## src/rtl/game_round_controller.sv

```systemverilog
// Round sequencer for the binary counting game: LFSR target pick, display trigger,
// timed answer window, verdict hold, and score/lives/round bookkeeping.
module game_round_controller #(
    parameter int ANSWER_TIME = 5000,
    parameter int RESULT_TIME = 1000,
    parameter int MAX_ROUNDS  = 10,
    parameter int LIVES       = 3
) (
    input  logic       clk,
    input  logic       rst,
    input  logic       start,
    input  logic       submit,
    input  logic [7:0] answer,
    input  logic       sel_done,
    output logic       sel_trigger,
    output logic [7:0] target,
    output logic [2:0] phase,
    output logic [3:0] round,
    output logic [3:0] score,
    output logic [1:0] lives,
    output logic       result_valid,
    output logic       result_ok,
    output logic       timeout,
    output logic       game_over
);

    localparam logic [2:0] ST_IDLE   = 3'd0;
    localparam logic [2:0] ST_LOAD   = 3'd1;
    localparam logic [2:0] ST_SHOW   = 3'd2;
    localparam logic [2:0] ST_ANSWER = 3'd3;
    localparam logic [2:0] ST_RESULT = 3'd4;
    localparam logic [2:0] ST_OVER   = 3'd5;

    localparam logic [12:0] ANS_LAST   = 13'(ANSWER_TIME - 1);
    localparam logic [12:0] RES_LAST   = 13'(RESULT_TIME - 1);
    localparam logic [3:0]  LAST_ROUND = 4'(MAX_ROUNDS);
    localparam logic [1:0]  LIVES_INIT = 2'(LIVES);
    localparam logic [15:0] LFSR_SEED  = 16'hACE1;

    logic [2:0]  state_q,  state_d;
    logic [15:0] lfsr_q,   lfsr_d;
    logic [12:0] cnt_q,    cnt_d;
    logic [7:0]  target_q, target_d;
    logic [3:0]  round_q,  round_d;
    logic [3:0]  score_q,  score_d;
    logic [1:0]  lives_q,  lives_d;
    logic        trig_q,   trig_d;
    logic        rvalid_q, rvalid_d;
    logic        ok_q,     ok_d;
    logic        to_q,     to_d;
    logic        over_q,   over_d;
    logic        correct;

    assign correct = (answer == target_q);

    always_comb begin
        // NOTE: every _d gets a default first so no path through the case infers a latch.
        state_d  = state_q;
        lfsr_d   = {1'b0, lfsr_q[15:1]} ^ (lfsr_q[0] ? 16'hB400 : 16'h0000);
        cnt_d    = cnt_q + 13'd1;
        target_d = target_q;
        round_d  = round_q;
        score_d  = score_q;
        lives_d  = lives_q;
        trig_d   = 1'b0;
        ok_d     = ok_q;
        to_d     = to_q;

        case (state_q)
            ST_IDLE, ST_OVER: begin
                if (start) begin
                    state_d = ST_LOAD;
                    score_d = 4'd0;
                    lives_d = LIVES_INIT;
                    round_d = 4'd0;
                    ok_d    = 1'b0;
                    to_d    = 1'b0;
                end
            end
            ST_LOAD: begin
                target_d = lfsr_q[7:0];
                round_d  = round_q + 4'd1;
                trig_d   = 1'b1;
                state_d  = ST_SHOW;
            end
            ST_SHOW: begin
                if (sel_done) state_d = ST_ANSWER;
            end
            ST_ANSWER: begin
                // A submit on the final window cycle still gets judged.
                if (submit || cnt_q == ANS_LAST) begin
                    state_d = ST_RESULT;
                    ok_d    = submit && correct;
                    to_d    = !submit;
                    if (submit && correct)
                        score_d = (score_q == 4'd15) ? score_q : score_q + 4'd1;
                    else
                        lives_d = (lives_q == 2'd0) ? lives_q : lives_q - 2'd1;
                end
            end
            ST_RESULT: begin
                if (cnt_q == RES_LAST)
                    state_d = (lives_q == 2'd0 || round_q == LAST_ROUND) ? ST_OVER : ST_LOAD;
            end
            default: state_d = ST_IDLE;
        endcase

        if (state_d != state_q) cnt_d = 13'd0;
        rvalid_d = (state_d == ST_RESULT);
        over_d   = (state_d == ST_OVER);
    end

    always_ff @(posedge clk) begin
        // NOTE: non-blocking assignments only, so every register samples pre-edge values.
        if (rst) begin
            state_q  <= ST_IDLE;
            lfsr_q   <= LFSR_SEED;
            cnt_q    <= 13'd0;
            target_q <= 8'd0;
            round_q  <= 4'd0;
            score_q  <= 4'd0;
            lives_q  <= LIVES_INIT;
            trig_q   <= 1'b0;
            rvalid_q <= 1'b0;
            ok_q     <= 1'b0;
            to_q     <= 1'b0;
            over_q   <= 1'b0;
        end else begin
            state_q  <= state_d;
            lfsr_q   <= lfsr_d;
            cnt_q    <= cnt_d;
            target_q <= target_d;
            round_q  <= round_d;
            score_q  <= score_d;
            lives_q  <= lives_d;
            trig_q   <= trig_d;
            rvalid_q <= rvalid_d;
            ok_q     <= ok_d;
            to_q     <= to_d;
            over_q   <= over_d;
        end
    end

    assign sel_trigger  = trig_q;
    assign target       = target_q;
    assign phase        = state_q;
    assign round        = round_q;
    assign score        = score_q;
    assign lives        = lives_q;
    assign result_valid = rvalid_q;
    assign result_ok    = ok_q;
    assign timeout      = to_q;
    assign game_over    = over_q;

endmodule

```

## config.mk

```make
export PLATFORM = sky130hd
export DESIGN_NAME = game_round_controller
export DESIGN_NICKNAME = d
export VERILOG_FILES = /design/src/rtl/game_round_controller.sv
export SDC_FILE = /design/constraint.sdc
export NUM_CORES = 1
export LEC_CHECK = 0
export ABC_AREA = 1
export CAP_MARGIN = 20
export CORE_MARGIN = 1
export CORE_UTILIZATION = 46
export CTS_BUF_LIST = sky130_fd_sc_hd__clkbuf_8
export DETAILED_ROUTE_END_ITERATION = 7
export PLACE_DENSITY = 0.74
export SLEW_MARGIN = 25
export SYNTH_ARGS = -nofsm -noshare
export SYNTH_HDL_FRONTEND = slang
export SYNTH_SLANG_ARGS = --single-unit
```

## constraint.sdc

```tcl
create_clock -name clk -period 4 [get_ports clk]
set_clock_uncertainty 0.2 [all_clocks]
set_input_delay 1 -clock clk [delete_from_list [all_inputs] [get_ports clk]]
set_output_delay 1 -clock clk [all_outputs]
set_load 0.1 [all_outputs]
```

## Word-level counts from Yosys, hierarchy flattened

Cells that the tools add are included.

| word-level totals | value |
|---|---|
| bits in registers | 55 |
| bits of input ports | 13 |
| output and inout port bits | 26 |
| logic and storage cells | 74 |

| operators by class | value |
|---|---|
| add/sub/neg operators | 4 |
| eq/ne operators | 19 |
| muxes and demuxes | 24 |
| bitwise logic cells | 1 |
| reductions and logical operators | 14 |

Operators with widths:

| kind | number |
|---|---|
| $mux W16 | 1 |
| $mux W4 | 4 |
| $pmux W4 S2 | 2 |
| $xor A15 B16 Y16 | 1 |
| $mux W3 | 5 |
| $pmux W3 S5 | 1 |
| $add A13 B1 Y13 const B | 1 |
| $eq A13 B10 Y1 const B | 1 |
| $eq A13 B13 Y1 const B | 1 |
| $eq A3 B3 Y1 const B | 4 |
| $ne A2 B2 Y1 const B | 6 |
| $reduce_and A5 Y1 | 2 |
| $add A4 B1 Y4 const B | 2 |
| $eq A4 B4 Y1 const B | 2 |
| $eq A8 B8 Y1 | 1 |
| $mux W2 | 4 |
| $eq A3 B2 Y1 const B | 2 |
| $mux W1 | 4 |
| $pmux W1 S2 | 2 |
| $pmux W2 S2 | 1 |
| $reduce_bool A2 Y1 | 2 |
| $reduce_or A2 Y1 | 2 |
| $eq A3 B1 Y1 const B | 1 |
| $logic_not A3 Y1 | 1 |
| 8 further kinds | 9 |

## Depth between registers and ports, before layout

Gate-level depths: netlist of run 1.

| logic depth | value |
|---|---|
| depth after elaboration | 7 |
| depth in mapped cells | 13 |
| mapped depth without buffers | 12 |

## Least setup slack after synthesis of run 1

Ideal clock, no wire load.

| timing | value |
|---|---|
| path kind | register to register |
| start | reg round_q[0] (netlist: round[0]) |
| end | reg cnt_q[9] |
| library setup time | 0.117 ns |
| arrival time | 2.142 ns |
| data required time | 3.683 ns |
| slack | 1.541 ns |
| stages on the path, launching flop included | 12 |
| path buffers | 1 |
| path through | dfxtp_1 -> inv_1 -> ha_1 -> nand3_1 -> nand2_1 -> inv_1 -> nand3_1 -> nand2_1 -> nand4_1 -> nand3_2 -> buf_6 -> nor2_2 |

| between the ends | value |
|---|---|
| longest elaborated chain between the ends | 7 |

RTL lines:

| item | line | text |
|---|---|---|
| start: declaration | 44 | `logic [3:0] round_q, round_d;` |
| start signal: assignment | 133 | `round_q <= round_d;` |
| $eq A4 B4 Y1 | 103 | `state_d = (lives_q == 2'd0 \|\| round_q == LAST_ROUND) ? ST_OVER : ST_LOAD;` |
| $logic_or A1 B1 Y1 | 103 |  |
| $mux W3 | 103 |  |
| $mux W3 | 102 | `if (cnt_q == RES_LAST)` |
| $pmux W3 S5 | 69 | `case (state_q)` |
| $ne A3 B3 Y1 | 108 | `if (state_d != state_q) cnt_d = 13'd0;` |
| $reduce_or A2 Y1 (no source line) | -- |  |
| end signal: assignment | 131 | `cnt_q <= cnt_d;` |
| end: declaration | 42 | `logic [12:0] cnt_q, cnt_d;` |

Every way passes these cells.
A chain may end at the register's enable or synchronous reset.

## Final worst setup path of run 1

| timing | value |
|---|---|
| start | reg target_q[0] (netlist: target[0]) |
| end | out target[0] |

RTL lines:

| item | line | text |
|---|---|---|
| start: declaration | 43 | `logic [7:0] target_q, target_d;` |
| start signal: assignment | 132 | `target_q <= target_d;` |
| end: declaration | 16 | `output logic [7:0] target,` |

No word-level cell between the ends.

==> results by group, run 1 <==
Drt
  • Starting DRT DRC Count: 80
  • Drt first pass iters: 4
  • Drt wl/cell: 11.1 um
  • Final wirelength: 4780 um
  • DRC: 0
  • Via count: 2028
  • Via-per-instance ratio: 4.71
  • Remaining antenna violation count: 0

Worst setup path
  • Reg2Reg Capture Point: cnt_q[8]
  • Critical Path RT: 2.80 ns
  • CP startpoint: target[0]
  • FF-to-FF setup slack: 1.94 ns
  • Crit path DAT: around 1.9 ns
  • Highest-delay cell along the critical path: clkdlybuf4s50_1
  • Crit path depth: 1
  • Crit Path Class: reg -> out
  • Endpoint class of the critical path: output pin
  • Critical path's top delay family: buffers and inverters
  • Worst R2R Start: cnt_q[0]
  • CP Cell Sequence: clkdlybuf4s50_1
  • Setup crit end: target[0]
  • R2R depth: 12
  • Worst Path Buf+Inv: 1
  • CP max stage delay: 1.16 ns
  • Critical-path maximum fanout: 3
  • Critical path startpoint category: flip-flop

Clock tree
  • Post CTS Setup Buffer Count: 0
  • # resized after CTS: 0
  • H-tree depth: 2
  • TritonCTS clock tree: built
  • Clk_lat worst skew: around 0.32 ns
  • CTS Buf Count: 5
  • Clock Sinks: 55
  • Clk buf depth: 2
  • Root Buffer: clkbuf_8
  • Clk slew on worst S/H paths: about 0.11 ns
  • Hold buffers post-CTS: 0

Pwr
  • Peak VDD IR: between 0.2 and 0.3 mV
  • PwrDens: 458 mW/mm^2
  • Leak: 1.27 nW

STA
  • Final Cycle Share: 77.2%
  • Setup TNS: 0 ns
  • Final Hold Slack: between 0.2 and 0.25 ns
  • Slew @ Worst Pin: 0.976 ns
  • Final count of hold timing violations: 0
  • Fmax: 324 MHz
  • RSZ-0062 raised after global routing: false
  • Pins Over Slew Limit: 0
  • Crit path time final: 3.09 ns
  • Count of final setup violators: 0
  • Slew HR: 34.7%

Floorplanning
  • Initial core utilization: between 40 and 50%
  • Boundary Pins: 39
  • Cell row count: 26
  • Die Wd: 74.5 um
  • Core Area: about 0.0051 mm^2
  • Full die area: 0.00556 mm^2
  • Die height: 74.5 um

Yosys
  • Cells after Synth: 317
  • Syn_area_per_cell: 7.64 um^2
  • YS warnings: 0
  • Syn_nets: 335
  • Post-synth cell types: 29
  • Synthesized cell area: 0.00242 mm^2
  • Post-synthesis sequential area ratio: 45.5%
  • #FFs+latches synth: 55

Job
  • Max-cap violation count: 0

Final layout
  • Fillers: 494
  • Fin util: 58.5%
  • Area delta synth->final: 22.7%
  • Commonest non-fill, non-tap cell in the layout: nand2_1
  • Post-route cell area: 0.00297 mm^2
  • Multi-input logic area: ~0.0011 mm^2
  • Finished Layout Cells: 431
  • Nets: 378
  • Layout cells sized above 1: 13.9%
  • Reg area: 0.00110 mm^2
  • ANT cells: 0
  • Most frequent cells in the layout: nand2_1, dfxtp_1, inv_1

Worst hold path
  • HP Class: reg -> reg

Run status
  • Outcome: finished, final reports clean

Placed design
  • DP HPWL: 3570 um
  • Dpl cells: 423
  • DP Area: roughly 0.0029 mm^2
  • Routability Congestion: 0.900
  • IO buf count: 38

Global route
  • All-Layer GR Usage: just under 20%
  • Global-route wire length before repair: roughly 8200 um
  • Gr ovfl total: 0
  • Number of global-route vias before repair: 1937
  • Largest net degree at the start of global routing: 23
  • Initial antenna violation count: 0
==> routing by layer <==
| layer | GRT usage, % | share of wire (%) | up-vias | wire, um |
|---|---|---|---|---|
| li1 | - | - | 1058 | - |
| met1 | 23.7 | 48 | 938 | 2290 |
| met2 | 33.6 | 48 | 26 | 2320 |
| met3 | 5.01 | 2.4 | 6 | 117 |
| met4 | 5.03 | 1.1 | 0 | 53 |
| met5 | 0 | 0 | - | 0 |
==> area by class of cell <==
cell class                      instances  share of cell area, %
Clock buffer                            5                   2.32
Inverter                               57                   7.20
Tap cell                               70                   2.95
Multi-Input combinational cell        202                   36.6
Timing Repair Buffer                   39                   12.7
Sequential cell                        55                   37.1
Clock inverter                          3                   1.14
==> synthesized netlist by cell type (all sizes together) <==
cell type | instances | area share (%)
a211oi | 1 | 0.31
a21boi | 1 | 0.31
a21oi | 12 | 2.5
a31oi | 1 | 0.26
and3 | 1 | 0.26
buf | 1 | 0.47
clkbuf | 2 | 0.31
clkinv | 2 | 0.31
dfxtp | 55 | 45
ha | 5 | 2.6
inv | 55 | 8.5
nand2 | 65 | 11
nand3 | 26 | 6.2
nand4 | 2 | 0.52
nor2 | 50 | 9.7
nor3 | 2 | 0.41
o211a | 1 | 0.41
o21ai | 10 | 2.2
o22ai | 5 | 1.3
or2 | 3 | 0.78
xnor2 | 7 | 2.5
xor2 | 10 | 3.6
==> kinds of logic (layout without fill, tap and decap cells) <==
group | count (synthesis) | count (layout) | synth area share [%]
xor gates and xnor gates | 17 | 17 | 6.15
buffers and inverters | 60 | 104 | 9.61
AOI/OAI and AO/OA | 31 | 31 | 7.29
DFF | 55 | 55 | 45.5
adders and majority gates | 5 | 5 | 2.58
and+or+nand+nor | 149 | 149 | 28.9
==> how the worst min path moves through the flow <==
stage,startpoint,endpoint,slack [ns],depth (start not counted)
floorplan,lfsr_q[15],lfsr_q[14],0.19,2
global placement,lfsr_q[15],lfsr_q[14],0.19,2
detailed placement,lfsr_q[12],lfsr_q[11],0.20,1
CTS,lfsr_q[15],lfsr_q[14],0.21,2
global route,lfsr_q[15],lfsr_q[14],0.24,2
finish,lfsr_q[15],lfsr_q[14],0.21,2
==> registers in the layout, summed over array words and instances (netlist names) <==
| signal | count |
|---|---|
| phase | 3 |
| timeout | 1 |
| round | 4 |
| result_valid | 1 |
| sel_trigger | 1 |
| score | 4 |
| result_ok | 1 |
| game_over | 1 |
| lives | 2 |
| target | 8 |
| cnt_q | 13 |
| lfsr_q | 16 |
==> stage by stage <==
step / power (W) / setup slack [ns]
after floorplan: 0.000949 / 1.54
after global placement: 0.00104 / 1.12
after detailed placement: 0.00104 / 1.05
after CTS: 0.00137 / 0.903
after global routing: 0.00142 / 0.845
final: 0.00136 / 0.911
==> report_power, final <==
group / switching, W / internal (W) / total (W)
Sequential: 0.0000285 / 0.000588 / 0.000616
Combinational: 0.000307 / 0.000105 / 0.000411
Clock: 0.000199 / 0.000132 / 0.000332
Total: 0.000535 / 0.000824 / 0.00136
Note: power is estimated with default switching activity, not from simulation.
==> run 2: changes to the inputs <==
- PLACE_DENSITY: 0.74 -> 0.77
- clock period: 4 -> 2.7 ns (I/O delays scaled with it)
==> run 2 against run 1 <==
  * Sequential power grew 48%
  * Setup slack lost 0.47 ns
  * Clock power grew 36%
  * Die area is the same
  * Cell area shrank 2.1%
  * Via count shrank 0.69%
  * Non-clock buffer count grew 1
==> results by group, run 2 (same netlist as run 1, synthesis figures left out) <==
STA
  • Fmax: ~440 MHz
  • Count of final setup violators: 0 (unchanged)
  • Setup TNS: 0 ns (unchanged)
  • Slew @ Worst Pin: 0.377 ns (-0.599 ns)
  • RSZ-0062 raised after global routing: false
  • Final count of hold timing violations: 0 (unchanged)
  • Slew HR: 74.8% (+40 points)
  • Crit path time final: approximately 2.3 ns
  • Final Hold Slack: 0.208 ns (-0.00640 ns)
  • Final Cycle Share: 83.7%
  • Pins Over Slew Limit: 0 (unchanged)

Drt
  • Drt first pass iters: 4 (unchanged)
  • DRC: 0 (unchanged)
  • Starting DRT DRC Count: 71 (-11%)
  • Final wirelength: 4770 um (-0.19%)
  • Remaining antenna violation count: 0 (unchanged)
  • Via-per-instance ratio: 4.66 (-0.92%)
  • Via count: 2014 (-0.69%)
  • Drt wl/cell: 11.0 um (-0.42%)

Run status
  • Outcome: finished, final reports clean

Worst setup path
  • Critical Path RT: 2.74 ns (-0.06 ns)
  • Crit Path Class: in -> reg
  • Endpoint class of the critical path: flip-flop
  • FF-to-FF setup slack: 0.59 ns (-1.35 ns)
  • Crit path DAT: 2.30 ns (+0.41 ns)
  • Critical path's top delay family: simple AND/OR/NAND/NOR gates
  • Worst Path Buf+Inv: 1 (unchanged)
  • Highest-delay cell along the critical path: clkdlybuf4s50_1
  • CP Cell Sequence: clkdlybuf4s50_1, or2_2, a21oi_1, nand3_2, nand2_1, nand3_2, nor2_1
  • CP startpoint: start
  • Critical-path maximum fanout: 13 (+10)
  • CP max stage delay: 0.45 ns (-0.71 ns)
  • Crit path top cell by count: nand3_2
  • Worst R2R Start: cnt_q[0]
  • Critical path startpoint category: input port

Final layout
  • Area delta synth->final: 20.1%
  • Post-route cell area: 0.00291 mm^2 (-2.1%)
  • Fillers: 496 (+0.40%)
  • Commonest non-fill, non-tap cell in the layout: nand2_1
  • ANT cells: 0 (unchanged)
  • Layout cells sized above 1: 20.2% (+6.3 points)
  • Most frequent cells in the layout: nand2_1, dfxtp_1, inv_1
  • Largest register FFs: 16 (unchanged)
  • Reg with most FFs: lfsr_q
  • Nets: 379 (+0.26%)

Global route
  • Largest net degree at the start of global routing: 23 (unchanged)
  • Gr ovfl total: 0 (unchanged)
  • All-Layer GR Usage: 18.5% (-0.87 points)
  • Number of global-route vias before repair: 1769 (-8.7%)
  • Global-route wire length before repair: 7710 um (-5.7%)
  • Initial antenna violation count: 0 (unchanged)

Clock tree
  • Root Buffer: clkbuf_8
  • TritonCTS clock tree: built
  • Clk slew on worst S/H paths: 0.10 ns (about the same)
  • Hold buffers post-CTS: 0 (unchanged)
  • Clk_lat worst skew: 0.31 ns (about the same)
  • Post CTS Setup Buffer Count: 0 (unchanged)
  • Clock Sinks: 55 (unchanged)
  • # resized after CTS: 0 (unchanged)
  • CTS Buf Count: 5 (unchanged)
  • Clk buf depth: 2 (unchanged)
  • H-tree depth: 2 (unchanged)

Floorplanning
  • Boundary Pins: 39 (unchanged)
  • Initial core utilization: 47.7% (unchanged)
  • Cell row count: 26 (unchanged)
  • Die height: 74.5 um (unchanged)
  • Full die area: 0.00556 mm^2 (unchanged)
  • Core Area: 0.00507 mm^2 (unchanged)
  • Die Wd: 74.5 um (unchanged)

Placed design
  • DP HPWL: 3610 um (+0.96%)
  • DP Area: 0.00282 mm^2 (-1.7%)
  • Routability Congestion: 0.827 (-8.1%)
  • IO buf count: 38 (unchanged)

Pwr
  • PwrDens: 676 mW/mm^2 (+48%)
  • Leak: 1.31 nW (+3.2%)
  • Peak VDD IR: 0.402 mV (+40%)

Worst hold path
  • HP Class: reg -> reg
  • Worst Min Path Start: lfsr_q[9]

Job
  • Max-cap violation count: 0 (unchanged)
## run 2: where the power goes
part | switching, W | internal [W] | total, W | leakage, nW
logic | 0.000454 | 0.000145 | 0.000599 | 0.811
registers | 0.0000423 | 0.000870 | 0.000913 | 0.450
clock network | 0.000269 | 0.000183 | 0.000453 | 0.0483
total | 0.000766 | 0.00120 | 0.00196 | 1.31
## run 2: worst reg2reg max path, cell delays in order, from the launching register on
cell and delay, ns:
dfxtp_1 0.34, ha_1 0.22, nand2_1 0.10, inv_2 0.05
nand2_2 0.07, nor2_4 0.04, nand2_2 0.08, nand2_1 0.05
nand2_1 0.12, nand2_1 0.08, nor2_1 0.15, nand3_2 0.34
nor2_1 0.20
## run 2: per-stage QoR
step / utilization (%) / worst slack [ns] / std cells / power, W
2_1_floorplan: - / 0.241 / 317 / 0.00141
3_3_place_gp: 55.6 / 0.169 / 424 / 0.00152
3_5_place_dp: 55.6 / 0.121 / 424 / 0.00153
4_1_cts: 57.3 / 0.430 / 432 / 0.00198
5_1_grt: 57.3 / 0.287 / 432 / 0.00207
6_report: 57.3 / 0.441 / 432 / 0.00196
## run 2: worst paths after layout
path                            cells past startpoint         to
worst min-delay path                                2  lfsr_q[8]
worst max register to register                     12   cnt_q[2]
worst max-delay path                                7   cnt_q[2]
worst min register to register                      2  lfsr_q[8]
## run 2: cell type report
type                            count  area (um^2)  area share, %
Tap cell                           70         87.6           3.01
Timing Repair Buffer               40          330           11.4
Multi-Input combinational cell    202         1090           37.4
Clock buffer                        5         68.8           2.37
Clock inverter                      3         18.8          0.645
Sequential cell                    55         1100           37.9
Inverter                           57          214           7.36
## run 2: layer usage
layer	vias to the layer above	GRT usage (%)	share of wire [%]
li1	1069	-	-
met1	900	23.1	48
met2	38	30.1	47
met3	7	4.74	3.5
met4	0	7.76	1.6
met5	-	0	0
